`src/rtl/sram_ctrl_pkg.sv`:
```
// Shared types and constants for the 32-bit host to 16-bit async SRAM controller.
package sram_ctrl_pkg;

  localparam int unsigned DEF_ADDR_W      = 18;
  localparam int unsigned DEF_WAIT_CYCLES = 1;

  localparam logic FIRST  = 1'b0;
  localparam logic SECOND = 1'b1;

  typedef enum logic [1:0] {
    IDLE,
    SETUP,
    STROBE,
    RECOV
  } state_t;

  typedef struct packed {
    logic        we;
    logic [31:0] wdata;
    logic [3:0]  be;
  } req_lat_t;

  // Reads always touch both halves; writes only the halves with a byte enabled.
  function automatic logic half_needed(logic we, logic [3:0] be, logic half);
    if (!we) return 1'b1;
    return (half == FIRST) ? (|be[3:2]) : (|be[1:0]);
  endfunction

endpackage

```
`src/rtl/sram_ctrl_stats.sv`:
```
// Completed host read/write counters, wrapping at 2^32.
module sram_ctrl_stats (
  input  logic        clk,
  input  logic        rst,
  input  logic        rd_done,
  input  logic        wr_done,
  output logic [31:0] rd_cnt,
  output logic [31:0] wr_cnt
);

  always_ff @(posedge clk or posedge rst) begin
    if (rst) begin
      rd_cnt <= 32'd0;
      wr_cnt <= 32'd0;
    end else begin
      if (rd_done) rd_cnt <= rd_cnt + 32'd1;
      if (wr_done) wr_cnt <= wr_cnt + 32'd1;
    end
  end

endmodule

```
`src/rtl/sram_ctrl_16bit.sv`:
```
// 32-bit host bus to 16-bit async SRAM controller, big-endian half split.
// Optional SRAM_CTRL_STATS_EN adds completed read/write counters.
module sram_ctrl_16bit
  import sram_ctrl_pkg::*;
#(
  parameter int unsigned ADDR_W      = DEF_ADDR_W,
  parameter int unsigned WAIT_CYCLES = DEF_WAIT_CYCLES
) (
  input  logic              clk,
  input  logic              rst,
  input  logic              req_valid,
  output logic              req_ready,
  input  logic              req_we,
  input  logic [ADDR_W-2:0] req_addr,
  input  logic [31:0]       req_wdata,
  input  logic [3:0]        req_be,
  output logic              rsp_valid,
  output logic [31:0]       rsp_rdata,
  output logic [ADDR_W-1:0] sram_addr,
  output logic [15:0]       sram_dq_o,
  output logic              sram_dq_oe,
  input  logic [15:0]       sram_dq_i,
  output logic              sram_cs_n,
  output logic              sram_oe_n,
  output logic              sram_we_n,
  output logic              sram_ub_n,
  output logic              sram_lb_n
`ifdef SRAM_CTRL_STATS_EN
  ,
  output logic [31:0]       stat_rd_cnt,
  output logic [31:0]       stat_wr_cnt
`endif
);

  localparam int unsigned CNT_W = (WAIT_CYCLES > 1) ? $clog2(WAIT_CYCLES) : 1;
  localparam logic [CNT_W-1:0] CNT_LOAD = CNT_W'(WAIT_CYCLES - 1);

  state_t            state, state_nxt;
  logic              half, half_nxt;
  logic [CNT_W-1:0]  cnt, cnt_nxt;
  req_lat_t          lat, lat_nxt;
  logic [ADDR_W-2:0] lat_addr, lat_addr_nxt;

  logic              req_ready_nxt;
  logic              rsp_valid_nxt;
  logic [31:0]       rsp_rdata_nxt;
  logic [ADDR_W-1:0] sram_addr_nxt;
  logic [15:0]       sram_dq_o_nxt;
  logic              sram_dq_oe_nxt;
  logic              sram_cs_n_nxt;
  logic              sram_oe_n_nxt;
  logic              sram_we_n_nxt;
  logic              sram_ub_n_nxt;
  logic              sram_lb_n_nxt;

  always_ff @(posedge clk or posedge rst) begin
    if (rst) begin
      state      <= IDLE;
      half       <= FIRST;
      cnt        <= '0;
      lat        <= '0;
      lat_addr   <= '0;
      req_ready  <= 1'b1;
      rsp_valid  <= 1'b0;
      rsp_rdata  <= 32'd0;
      sram_addr  <= '0;
      sram_dq_o  <= 16'd0;
      sram_dq_oe <= 1'b0;
      sram_cs_n  <= 1'b1;
      sram_oe_n  <= 1'b1;
      sram_we_n  <= 1'b1;
      sram_ub_n  <= 1'b1;
      sram_lb_n  <= 1'b1;
    end else begin
      state      <= state_nxt;
      half       <= half_nxt;
      cnt        <= cnt_nxt;
      lat        <= lat_nxt;
      lat_addr   <= lat_addr_nxt;
      req_ready  <= req_ready_nxt;
      rsp_valid  <= rsp_valid_nxt;
      rsp_rdata  <= rsp_rdata_nxt;
      sram_addr  <= sram_addr_nxt;
      sram_dq_o  <= sram_dq_o_nxt;
      sram_dq_oe <= sram_dq_oe_nxt;
      sram_cs_n  <= sram_cs_n_nxt;
      sram_oe_n  <= sram_oe_n_nxt;
      sram_we_n  <= sram_we_n_nxt;
      sram_ub_n  <= sram_ub_n_nxt;
      sram_lb_n  <= sram_lb_n_nxt;
    end
  end

  always_comb begin
    state_nxt      = state;
    half_nxt       = half;
    cnt_nxt        = cnt;
    lat_nxt        = lat;
    lat_addr_nxt   = lat_addr;
    req_ready_nxt  = 1'b0;
    rsp_valid_nxt  = 1'b0;
    rsp_rdata_nxt  = rsp_rdata;
    sram_addr_nxt  = sram_addr;
    sram_dq_o_nxt  = sram_dq_o;
    sram_dq_oe_nxt = 1'b0;
    sram_cs_n_nxt  = 1'b1;
    sram_oe_n_nxt  = 1'b1;
    sram_we_n_nxt  = 1'b1;
    sram_ub_n_nxt  = 1'b1;
    sram_lb_n_nxt  = 1'b1;

    unique case (state)
      IDLE: begin
        if (req_valid && req_ready) begin
          lat_nxt      = '{we: req_we, wdata: req_wdata, be: req_be};
          lat_addr_nxt = req_addr;
          if (half_needed(req_we, req_be, FIRST)) begin
            state_nxt = SETUP;
            half_nxt  = FIRST;
          end else if (half_needed(req_we, req_be, SECOND)) begin
            state_nxt = SETUP;
            half_nxt  = SECOND;
          end else begin
            // Empty write: one idle RECOV cycle, no strobes, then ack.
            state_nxt = RECOV;
            half_nxt  = SECOND;
          end
        end
      end
      SETUP: begin
        state_nxt = STROBE;
        cnt_nxt   = CNT_LOAD;
      end
      STROBE: begin
        if (cnt == '0) begin
          state_nxt = RECOV;
          if (!lat.we) begin
            if (half == FIRST) rsp_rdata_nxt[31:16] = sram_dq_i;
            else               rsp_rdata_nxt[15:0]  = sram_dq_i;
          end
        end else begin
          cnt_nxt = cnt - CNT_W'(1);
        end
      end
      RECOV: begin
        if ((half == FIRST) && half_needed(lat.we, lat.be, SECOND)) begin
          state_nxt = SETUP;
          half_nxt  = SECOND;
        end else begin
          state_nxt     = IDLE;
          rsp_valid_nxt = 1'b1;
        end
      end
      default: state_nxt = IDLE;
    endcase

    // Pad values for the cycle being entered.
    case (state_nxt)
      IDLE: req_ready_nxt = 1'b1;
      SETUP, STROBE: begin
        sram_addr_nxt = {lat_addr_nxt, half_nxt};
        sram_cs_n_nxt = 1'b0;
        if (lat_nxt.we) begin
          sram_dq_oe_nxt = 1'b1;
          sram_we_n_nxt  = (state_nxt != STROBE);
          sram_dq_o_nxt  = (half_nxt == FIRST) ? lat_nxt.wdata[31:16] : lat_nxt.wdata[15:0];
          sram_ub_n_nxt  = ~((half_nxt == FIRST) ? lat_nxt.be[3] : lat_nxt.be[1]);
          sram_lb_n_nxt  = ~((half_nxt == FIRST) ? lat_nxt.be[2] : lat_nxt.be[0]);
        end else begin
          sram_oe_n_nxt = 1'b0;
          sram_ub_n_nxt = 1'b0;
          sram_lb_n_nxt = 1'b0;
        end
      end
      RECOV: sram_dq_oe_nxt = lat.we && (state == STROBE);
      default: ;
    endcase
  end

`ifdef SRAM_CTRL_STATS_EN
  logic done_rd, done_wr;
  assign done_rd = rsp_valid_nxt && !lat.we;
  assign done_wr = rsp_valid_nxt && lat.we;

  sram_ctrl_stats u_stats (
    .clk     (clk),
    .rst     (rst),
    .rd_done (done_rd),
    .wr_done (done_wr),
    .rd_cnt  (stat_rd_cnt),
    .wr_cnt  (stat_wr_cnt)
  );
`endif

endmodule

```
`config.mk`:
```
export PLATFORM = sky130hd
export DESIGN_NAME = sram_ctrl_16bit
export DESIGN_NICKNAME = d
export VERILOG_FILES = /design/src/rtl/sram_ctrl_pkg.sv /design/src/rtl/sram_ctrl_stats.sv /design/src/rtl/sram_ctrl_16bit.sv
export SDC_FILE = /design/constraint.sdc
export NUM_CORES = 1
export LEC_CHECK = 0
export BUFFER_PORTS_ARGS = -buffer_cell sky130_fd_sc_hd__buf_2
export CAP_MARGIN = 20
export CORE_MARGIN = 8
export CORE_UTILIZATION = 35
export CTS_CLUSTER_SIZE = 24
export DETAILED_ROUTE_END_ITERATION = 8
export PLACE_DENSITY = 0.66
export SKIP_LAST_GASP = 1
export SYNTH_ARGS = -nofsm -noshare
export SYNTH_HDL_FRONTEND = slang
export SYNTH_SLANG_ARGS = --single-unit
```
`constraint.sdc`:
```
create_clock -name clk -period 4.2 [get_ports clk]
set_input_delay 0.84 -clock clk [delete_from_list [all_inputs] [get_ports clk]]
set_output_delay 0.84 -clock clk [all_outputs]
set_load 0.01 [all_outputs]
```
# Yosys cells after proc, flatten, opt, wreduce, memory -nomap -nowiden
# Cells that the tools add are included.
[op_classes] n_addsub=1 mul=0 div_mod_pow=0 order_cmp=0 eq_ne=7 shifts=0 muxes=51 bitwise_logic=5 n_reduce_logical=13
[ops] op="$mux W37" count=2
[ops] op="$mux W1" count=38
[ops] op="$mux W17" count=2
[ops] op="$mux W16" count=1
[ops] op="$eq A2 B2 Y1 const B" count=4
[ops] op="$mux W2" count=4
[ops] op="$pmux W2 S4" count=1
[ops] op="$reduce_and A4 Y1" count=2
[ops] op="$reduce_or A2 Y1" count=4
[ops] op="$pmux W1 S2" count=3
[ops] op="$not A1 Y1" count=5
[ops] op="$eq A2 B1 Y1 const B" count=2
[ops] op="$logic_not A2 Y1" count=2
[ops] op="$logic_and A1 B1 Y1" count=3
[ops] op="$ne A2 B2 Y1 const B" count=1
[ops] op="$reduce_and A2 Y1" count=1
[ops] op="$reduce_bool A2 Y1" count=1
[ops] op="$sub A1 B1 Y1 const B" count=1
[totals] ff_bits=132 latchBits=0 mem_bits_rw=0 rom_bits=0 in_bits=73 out_inout_bits=74 wordCells=96 mem_count=0

# Longest topological paths before layout
# Gate-level depths: netlist of run 1.
[logic_depth] word_depth=20 ltp_mapped=11 depth_no_buf=10

# Least setup slack after synthesis of run 1
# No wires, ideal clock.
[synth_path] kind="input-to-reg" start="in req_be[2]" end="reg sram_dq_o[13]" setup_ns=0.095 arrival_ns=2.978 required_time_ns=4.105 slack_ns=1.126 cell_stages=10 n_path_buf=1 path_cell_list="or3b_4 -> or4_1 -> a31o_1 -> inv_1 -> ha_1 -> nor2b_1 -> mux2i_1 -> clkbuf_1 -> nand2_1 -> o31ai_1"
[synth_via] elab_chain_cells=10
[synth_rtl] item="start, declared" line_no="sram_ctrl_16bit.sv:16" source="input logic [3:0] req_be,"
[synth_rtl] item="$reduce_or A2 Y1 *"
[synth_rtl] item="$mux W1 *" line_no="sram_ctrl_pkg.sv:26" source="return (half == FIRST) ? (|be[3:2]) : (|be[1:0]);"
[synth_rtl] item="$mux W1 *" line_no="sram_ctrl_16bit.sv:114" source="if (req_valid && req_ready) begin"
[synth_rtl] item="$mux W1 *" line_no="sram_ctrl_16bit.sv:112" source="unique case (state)"
[synth_rtl] item="$mux W2 *" line_no="sram_ctrl_16bit.sv:117" source="if (half_needed(req_we, req_be, FIRST)) begin"
[synth_rtl] item="$mux W2 *" line_no="sram_ctrl_16bit.sv:114"
[synth_rtl] item="$pmux W2 S4 *" line_no="sram_ctrl_16bit.sv:112"
[synth_rtl] item="net state_nxt[1]" line_no="sram_ctrl_16bit.sv:38" source="state_t state, state_nxt;"
[synth_rtl] item="$eq A2 B1 Y1 / $eq A2 B2 Y1 (equally long branches)" line_no="sram_ctrl_16bit.sv:158" source="case (state_nxt)"
[synth_rtl] item="$reduce_or A2 Y1 *" line_no="sram_ctrl_16bit.sv:158"
[synth_rtl] item="$reduce_and A2 Y1 (no line) *"
[synth_rtl] item="end signal, assigned" line_no="sram_ctrl_16bit.sv:84" source="sram_dq_o <= sram_dq_o_nxt;"
[synth_rtl] item="end, declared" line_no="sram_ctrl_16bit.sv:20" source="output logic [15:0] sram_dq_o,"
# Mark *: on every way through the listed nets, which the timed path passes. The rest lies on a longest branch. The select of a mux whose other input is x is not followed.
# A chain may end at the register's enable or synchronous reset.

# Final worst setup path of run 1
[layout_path] start="in req_be[2]" end="reg sram_dq_o[5]"
# The elaborated chain is that of the path after synthesis.

==> results of run 1 <==
## sequential cells by signal, summed over array words and instances, names as in the netlist, 2 cells and up
| signal | cells |
|---|---|
| rsp_rdata | 32 |
| sram_dq_o | 16 |
| state | 2 |
| lat_addr | 17 |
| lat | 37 |
| sram_addr | 18 |
## where the power goes
part           switching (mW)  leakage, nW  internal (mW)  total, mW
Clock                   0.515        0.288          0.933       1.45
Combinational            1.44         1.48           1.25       2.69
Sequential              0.271         1.60           1.93       2.20
Total                    2.23         3.36           4.11       6.34
## cells in the mapped netlist, drive strengths merged, types with 6 or more instances
cell type  instances  area, sq um
dfrtp            125         3128
mux2              86        968.4
nand2             75        281.5
nor3              18        101.4
a21oi             16        87.59
o31ai             16        120.1
buf               14        96.34
inv                9        33.78
clkbuf             6        22.52
dfstp              6        157.7
ha                 6        75.07
nor2               6        22.52
## worst reg2reg max path, delay by kind of cell, from the launching register on
kind                       cells  cell delay [ns]
muxes                          1             0.72
AOI/OAI and AO/OA              2             0.65
and+or+nand+nor                2             0.27
buffers and inverters          1             0.07
adders and majority gates      2             0.58
DFF                            1             0.42
## logic make-up after synthesis
group,Yosys count,synth area share [%]
multiplexers,88,18.58
AO/OA/AOI/OAI,41,5.550
flip-flops,131,61.76
adder cells (fa/ha/maj),6,1.411
AND/OR/NAND/NOR,114,9.831
buffers and inverters,29,2.869
## metal layers
layer / up-vias / wire length [microns] / track usage [%]
li1: 1728 / - / -
met1: 1823 / 5986 / 16.94
met2: 118 / 6005 / 21.82
met3: 19 / 885 / 5.609
met4: 2 / 160 / 5.142
met5: - / 8 / 0
## per-stage QoR
step,instances,instance area [sq um],hold WS [ns],total power [mW]
floorplan,409,5324,0.4372,4.096
global placement,731,6256,0.4506,4.832
detailed placement,731,6256,0.4560,4.950
CTS,763,6835,0.4721,6.442
global route,763,6835,0.4953,6.787
finish,763,6835,0.4659,6.337
## area by class of cell
| cell class | count | area share (%) |
|---|---|---|
| multi-input combinational | 249 | 27.71 |
| clock inverter | 6 | 1.172 |
| sequential | 131 | 48.07 |
| inverter | 9 | 0.5491 |
| clock buffer | 26 | 7.304 |
| tap | 188 | 3.441 |
| timing repair buffer | 154 | 11.75 |
## worst max path at each step
stage	cells past startpoint	slack (ns)	end
after floorplan	10	1.13	sram_dq_o[13]
after global placement	9	0.80	sram_dq_o[1]
after detailed placement	9	0.71	sram_dq_o[14]
after CTS	9	1.16	sram_dq_o[14]
after global routing	10	1.03	sram_dq_o[11]
final	9	1.17	sram_dq_o[5]
==> metrics, run 1 <==
vias in the first global route=4,104; asr flop ratio synth=100.0%; Post-CTS Setup Bufs=0; Final period util=72.19%; WL/cell=17.10 microns; insertion delay to the later sink of the worst-skew pair=0.41 ns; sequential fraction of the synthesis area=61.76%; WP data arrival=3.29 ns; Worst EP required=4.45 ns; critical path class=in -> reg; slowest CP cell=mux2i_4; Period minus WS final=3.032 ns; CTS tree=yes; largest net degree at the start of global routing=62; Cell variety after synth=37; R2R Setup Slk=1.35 ns; maximum clock path buffer count=2; power per cell area=927.0 nW/um^2; Slew HR=32.75%; Setup Viol. Count Final=0; Num CTS Buffers=17; final WL=13.05 mm; DRC violations left=0; io pins=147; Hold Path Class=reg -> reg; WHS Path Cells=2; Worst Skew=0.006848 ns; synthesized flop and latch total=131; Yosys warnings=0; antenna cells=0; worst-path cell chain=buf_2, or3b_4, or4_1, a31o_1, inv_1, ha_1, nor2b_1, mux2i_4, o31ai_1; CTS resizes=0; Final Hold Fails=0; synthesized area per cell=13.01 sq um; GR Overflow Total=0; Leakage=3.362 nW; CP startpoint=req_be[2]; Area Overhead vs Synth=28.48%; HP Start=lat_addr[12]; commonest non-fill, non-tap cell in the layout=buf_2; die height=139.3 microns; HPWL after detailed placement=9.214 mm; reg-to-reg critical path endpoint=sram_dq_o[5]; Post-Syn Nets=488; H-tree levels=4; worst setup margin=1.168 ns; DP Worst Slack=0.7105 ns; Worst Hold End=lat_addr[12]; Worst-Margin Slew=1.009 ns; Core Footprint=15,030 sq um; first-pass GRT wire length=21.43 mm; DIE AREA=19,400 sq um; Rows=45; worst r2r src=state[1]; NumNets Final=641; CP max stage delay=0.72 ns; Setup crit start kind=primary input; Max-Cap Viols=0; most frequent cells in the layout=buf_2, dfrtp_1, mux2_2; initial antenna violation count=1; gpl congestion=0.7777; synthesized area=5320 sq um; clk sinks=131; DRT iter0 DRCs=161; Post-synth EDFFs=0; status=finished clean; antenna-violating nets left=0; Slew Limit Fails=0; clock transition at the registers of the reported paths=0.06 ns; Root Driver=clkbuf_16; layout cell share with drive strength beyond 1=49.57%; input/output buffers=146; Synth Flop Type=dfrtp_1; Hold-fix buffers, CTS=0; Reg2Reg Depth=8; Achievable Freq=0.3298 GHz; Peak VDD IR=0.0004666 V; footprint of the multi-input gates=1894 sq um; worst-path maximum fanout=33; Buf/Inv on CP=2; DRT Pass-1 Iters=4; TNS Setup=0 ns; Top delay family on crit path=simple AND/OR/NAND/NOR gates; flip-flop and latch area=3286 sq um; RSZ-0062 raised after global routing=false; vias=3,690; all-layer global routing usage=13.91%; Post-Synthesis Cells=409; Via-to-Cell Ratio=4.836; crit end category=register; Core Util, Final=45.47%; die width=139.3 microns; Initial Util=35.39%; Filler Cell Count=1,361
No activity file was read; power rests on OpenSTA's default activity.
==> run 2, diff against run 1 <==
--- a/config.mk
+++ b/config.mk
@@ -11,7 +11,7 @@
 export CORE_UTILIZATION = 35
 export CTS_CLUSTER_SIZE = 24
 export DETAILED_ROUTE_END_ITERATION = 8
-export PLACE_DENSITY = 0.66
+export PLACE_DENSITY = 0.64
 export SKIP_LAST_GASP = 1
 export SYNTH_ARGS = -nofsm -noshare
 export SYNTH_HDL_FRONTEND = slang
==> constraint.sdc (replaced) <==
create_clock -name clk -period 2.8 [get_ports clk]
set_input_delay 0.56 -clock clk [delete_from_list [all_inputs] [get_ports clk]]
set_output_delay 0.56 -clock clk [all_outputs]
set_load 0.01 [all_outputs]
==> run 2 against run 1 <==
Against the previous run:
- routed wire length rose by 0.37%
- clock power grew 70%
- via count is 0.98% higher
- core utilization up 1.1 points
- die area is the same
- critical path depth unchanged
- total power is 57% higher
- cell area up 2.3%
- worst hold slack worse by 0.29 ns
- combinational power increased by 55%
- clock skew grew 0.0041 ns
- count of clock-buffer cells in the layout decreased by 6
==> metrics, run 2 (same netlist as run 1, synthesis figures left out) <==
Area Overhead vs Synth=31.49%; Post-CTS Setup Bufs=0 (unchanged); insertion delay to the later sink of the worst-skew pair=0.41 ns (about the same); status=finished clean; TNS Setup=0 ns (unchanged); GR Overflow Total=0 (unchanged); worst setup margin=0.1642 ns (-1.004 ns); Max-Cap Viols=0 (unchanged); Initial Util=35.39% (unchanged); RSZ-0062 raised after global routing=false; Hold-fix buffers, CTS=0 (unchanged); largest net degree at the start of global routing=58 (-6.5%); NumNets Final=647 (+0.94%); final hold slack=0.1800 ns (-0.2859 ns); Period minus WS final=2.636 ns; Setup crit start kind=register; first-pass GRT wire length=21.71 mm (+1.3%); Hold Path Class=in -> async; CTS tree=yes; Rows=45 (unchanged); DRT Pass-1 Iters=4 (unchanged); antenna cells=0 (unchanged); Worst-Margin Slew=0.9875 ns (-0.02122 ns); Largest register FFs=37 (unchanged); Slew Limit Fails=0 (unchanged); DRC violations left=0 (unchanged); Peak VDD IR=0.0007162 V (+53%); Top delay family on crit path=simple AND/OR/NAND/NOR gates; maximum clock path buffer count=2 (unchanged); vias in the first global route=4,135 (+0.76%); WL/cell=17.03 microns (-0.42%); die width=139.3 microns (unchanged); Root Driver=clkbuf_16; worst-path maximum fanout=33 (unchanged); clk sinks=131 (unchanged); commonest non-fill, non-tap cell in the layout=buf_2; Num CTS Buffers=17 (unchanged); Via-to-Cell Ratio=4.845 (+0.19%); initial antenna violation count=0 (-1); Final Hold Fails=0 (unchanged); DRT iter0 DRCs=140 (-13%); antenna-violating nets left=0 (unchanged); layout cell share with drive strength beyond 1=50.95% (+1.4 points); input/output buffers=146 (unchanged); CP max stage delay=0.59 ns (-0.13 ns); worst-path cell chain=nand2_1, or4_1, a31o_1, inv_1, ha_1, nor2b_1, mux2i_4, buf_12, o31ai_1; final WL=13.09 mm (+0.37%); clock transition at the registers of the reported paths=0.06 ns (about the same); Slew HR=34.17% (+1.4 points); all-layer global routing usage=14.01% (+0.098 points); H-tree levels=4 (unchanged); DP Worst Slack=-0.1385 ns (-0.8490 ns); placed insts=737 (+0.82%); Pwr Total=9.939 mW (+57%); vias=3,726 (+0.98%); Leakage=3.428 nW (+2.0%); critical path class=reg -> reg; Worst Skew=0.01095 ns (+0.004103 ns); CTS resizes=0 (unchanged); WP data arrival=2.94 ns (-0.35 ns); largest reg by FF count=lat; gpl congestion=0.7195 (-7.5%); die height=139.3 microns (unchanged); io pins=147 (unchanged); Setup Viol. Count Final=0 (unchanged); DIE AREA=19,400 sq um (unchanged); slowest CP cell=dfstp_2; Achievable Freq=0.3794 GHz; Final period util=94.14%; HPWL after detailed placement=9.452 mm (+2.6%); Buf/Inv on CP=2 (unchanged); biggest regs=lat: 37 flops, rsp_rdata: 32 flops, sram_addr: 18 flops; Core Footprint=15,030 sq um (unchanged); Finished Layout Cells=769 (+0.79%); Worst EP required=3.10 ns (-1.35 ns); crit end category=register; power per cell area=1421 nW/um^2 (+53%); most frequent cells in the layout=buf_2, dfrtp_1, mux2_2
## run 2: changes by cell type in the layout (fill, tap and decap cells not counted), moves of 3 or more
cell        before  now
clkbuf_1         5    0
clkinv_2         4    1
bufinv_16        2    5
buf_4            7   11
clkinvlp_4       1    5
## run 2: power by group
part / leakage (nW) / internal, mW / total [mW] / switching (mW)
logic: 1.51 / 2.00 / 4.18 / 2.18
registers: 1.60 / 2.89 / 3.30 / 0.409
clock network: 0.314 / 1.65 / 2.46 / 0.810
## run 2: metrics by stage
step           util (%)  area, sq um
5_1_grt           46.53         6995
3_3_place_gp      42.08         6326
2_1_floorplan         -         5324
3_5_place_dp      42.08         6326
6_report          46.53         6995
4_1_cts           46.53         6995
## run 2: path summary, 6_finish.rpt
path,startpoint,endpoint,slack (ns),cells past startpoint
max,req_ready,sram_dq_o[15],0.16,9
min,rst,sram_addr[17],0.18,2
max reg2reg,req_ready,sram_dq_o[15],0.16,9
min reg2reg,lat_addr[7],lat_addr[7],0.47,2
max in group asynchronous,rst,req_ready,1.92,3
min in group clk,req_addr[8],lat_addr[8],0.37,3
## run 2: metal layers
layer	vias to the layer above	GRT usage, %	routed length [microns]	part of all wire [%]
li1	1743	-	-	-
met5	-	0	0	0
met4	0	4.102	99	0.76
met2	123	22.61	6260	48
met1	1850	16.50	5691	43
met3	10	6.327	1043	8.0
## run 2: final cells by class
class                      instances  area [sq um]
timing repair buffer             160         873.3
fill                            1377          8038
sequential                       131          3286
clock buffer                      20         466.7
tap                              188         235.2
inverter                           9         37.54
multi-input combinational        249          1894
clock inverter                    12         202.7
==> run 3, diff against run 2 <==
--- a/config.mk
+++ b/config.mk
@@ -11,7 +11,7 @@
 export CORE_UTILIZATION = 35
 export CTS_CLUSTER_SIZE = 24
 export DETAILED_ROUTE_END_ITERATION = 8
-export PLACE_DENSITY = 0.64
+export PLACE_DENSITY_LB_ADDON = 0.08
 export SKIP_LAST_GASP = 1
 export SYNTH_ARGS = -nofsm -noshare
 export SYNTH_HDL_FRONTEND = slang
==> run 3 against run 2 <==
Against the previous run:
- sequential share of layout area grew 0.59 points
- largest power group unchanged
- die area is the same
- register-to-register slack gained 0.06 ns
- maximum frequency grew 2.2%
- global-route usage shrank 0.056 points
- total power shrank 3.1%
==> metrics, run 3 (same netlist as run 1, synthesis figures left out) <==
status=finished clean; worst setup margin=0.2203 ns (+0.05610 ns); wl on met1=5.587 mm (-1.8%); biggest regs=lat: 37 flops, rsp_rdata: 32 flops, sram_addr: 18 flops; largest net degree at the start of global routing=132 (+130%); insertion delay to the later sink of the worst-skew pair=0.41 ns (about the same); final hold slack=0.3017 ns (+0.1217 ns); Achievable Freq=0.3876 GHz (+2.2%); CTS tree=yes; Hold Path Class=in -> async; Leakage=3.400 nW (-0.80%); die height=139.3 microns (unchanged); DP Worst Slack=-0.09960 ns (+0.03894 ns); sequential power share=33.9% (+0.7 points); RSZ-0062 raised after global routing=false; antenna cells=0 (unchanged); DRT Pass-1 Iters=4 (unchanged); power per cell area=1394 nW/um^2 (-1.9%); Final period util=92.13% (-2.0 points); critical path class=reg -> reg; vias=3,704 (-0.59%); crit end category=register; Worst Skew=0.01005 ns (-0.0008974 ns); commonest non-fill, non-tap cell in the layout=buf_2; Area Overhead vs Synth=29.87%; Pwr Total=9.631 mW (-3.1%); Num CTS Buffers=17 (unchanged); input/output buffers=146 (unchanged); Rows=45 (unchanged); Core Footprint=15,030 sq um (unchanged); worst-path maximum fanout=33 (unchanged); maximum clock path buffer count=2 (unchanged); Hold-fix buffers, CTS=0 (unchanged); Worst EP required=3.10 ns (about the same); WL/cell=16.76 microns (-1.6%); first-pass GRT wire length=21.58 mm (-0.60%); GR Overflow Total=0 (unchanged); DR top layer=met5; switch share=34.53% (+0.33 points); vias in the first global route=4,144 (+0.22%); Largest register FFs=37 (unchanged); Filler Cell Count=1,451 (+5.4%); all-layer global routing usage=13.96% (-0.056 points); Setup crit start kind=register; met2 wire len=6.271 mm (+0.18%); Gate power share=43.0% (+1.0 points); Peak VDD IR=0.0007672 V (+7.1%); DIE AREA=19,400 sq um (unchanged); initial antenna violation count=1 (+1); final WL=12.89 mm (-1.6%); antenna-violating nets left=0 (unchanged); clk sinks=131 (unchanged); die width=139.3 microns (unchanged); gpl congestion=0.7248 (+0.74%); DRC violations left=0 (unchanged); Worst-Margin Slew=1.002 ns (+0.01426 ns); largest reg by FF count=lat; layout cell share with drive strength beyond 1=50.60% (-0.34 points); NumNets Final=647 (unchanged); Period minus WS final=2.580 ns (-0.05610 ns); WP data arrival=2.88 ns (-0.06 ns); Setup Viol. Count Final=0 (unchanged); WL met3=868 microns (-17%); Initial Util=35.39% (unchanged); Post-CTS Setup Bufs=0 (unchanged); most frequent cells in the layout=buf_2, dfrtp_1, mux2_2; io pins=147 (unchanged); Final Hold Fails=0 (unchanged); Max-Cap Viols=0 (unchanged); DRT iter0 DRCs=128 (-8.6%); clock transition at the registers of the reported paths=0.05 ns (about the same); H-tree levels=4 (unchanged); Root Driver=clkbuf_16; HPWL after detailed placement=9.096 mm (-3.8%); Slew HR=33.21% (-0.95 points); Psw=3.325 mW (-2.2%); Int Power=6.305 mW (-3.6%); Slew Limit Fails=0 (unchanged); Via-to-Cell Ratio=4.817 (-0.59%); clock network power share=23.1% (-1.7 points)
-- run 3: metal layers --
| metal | vias to the layer above | global-route usage [%] |
|---|---|---|
| met5 | - | 0 |
| met4 | 2 | 4.391 |
| met3 | 16 | 5.198 |
| met2 | 107 | 22.74 |
| met1 | 1841 | 16.83 |
| li1 | 1738 | - |
-- run 3: final timing paths --
check                                  from      endpoint  slack (ns)  depth (start not counted)
worst max-delay path              req_ready  sram_dq_o[3]        0.22                          9
worst min-delay path                    rst   lat_addr[4]        0.30                          3
worst max register to register    req_ready  sram_dq_o[3]        0.22                          9
worst min register to register  lat_addr[0]   lat_addr[0]        0.46                          2
max in group asynchronous               rst       lat[11]        1.87                          3
min in group clk                req_addr[0]   lat_addr[0]        0.36                          3
-- run 3: worst max-delay path, cell delays in order, from the launching register on --
cell and delay, ns:
dfstp_2 0.58, nand2_1 0.09, or4_1 0.48, a31o_1 0.25
inv_1 0.07, ha_1 0.25, nor2b_1 0.21, mux2i_4 0.11
buf_12 0.18, o31ai_1 0.25
-- run 3: through the flow --
step	util, %	instance area (sq um)	std cells	setup TNS [ns]
finish	45.96	6909	769	0
global route	45.96	6909	769	0
CTS	45.96	6909	769	0
detailed placement	42.00	6314	737	-1.354
global placement	42.00	6314	737	-0.2760
floorplan	-	5324	409	0
-- run 3: cell type report --
cell class                 instances  area, sq um  share of cell area, %
clock buffer                      21        460.4                  6.664
tap                              188        235.2                  3.405
multi-input combinational        249         1894                  27.42
clock inverter                    11        135.1                  1.956
timing repair buffer             160        860.8                  12.46
sequential                       131         3286                  47.56
inverter                           9        37.54                 0.5433
-- run 3: power by group through the flow --
| stage | combinational (mW) | clock [mW] | sequential [mW] |
|---|---|---|---|
| floorplan | 2.65 | 0 | 3.49 |
| global placement | 4.15 | 0 | 3.28 |
| detailed placement | 4.23 | 0 | 3.31 |
| CTS | 4.24 | 2.29 | 3.29 |
| global route | 4.62 | 2.38 | 3.40 |
| finish | 4.14 | 2.22 | 3.27 |
-- run 3: timing repair --
action | CTS | global route
gates resized for setup | 0 | 1
hold endpoints to repair | 0 | 0
endpoints found under the setup margin | 0 | 11
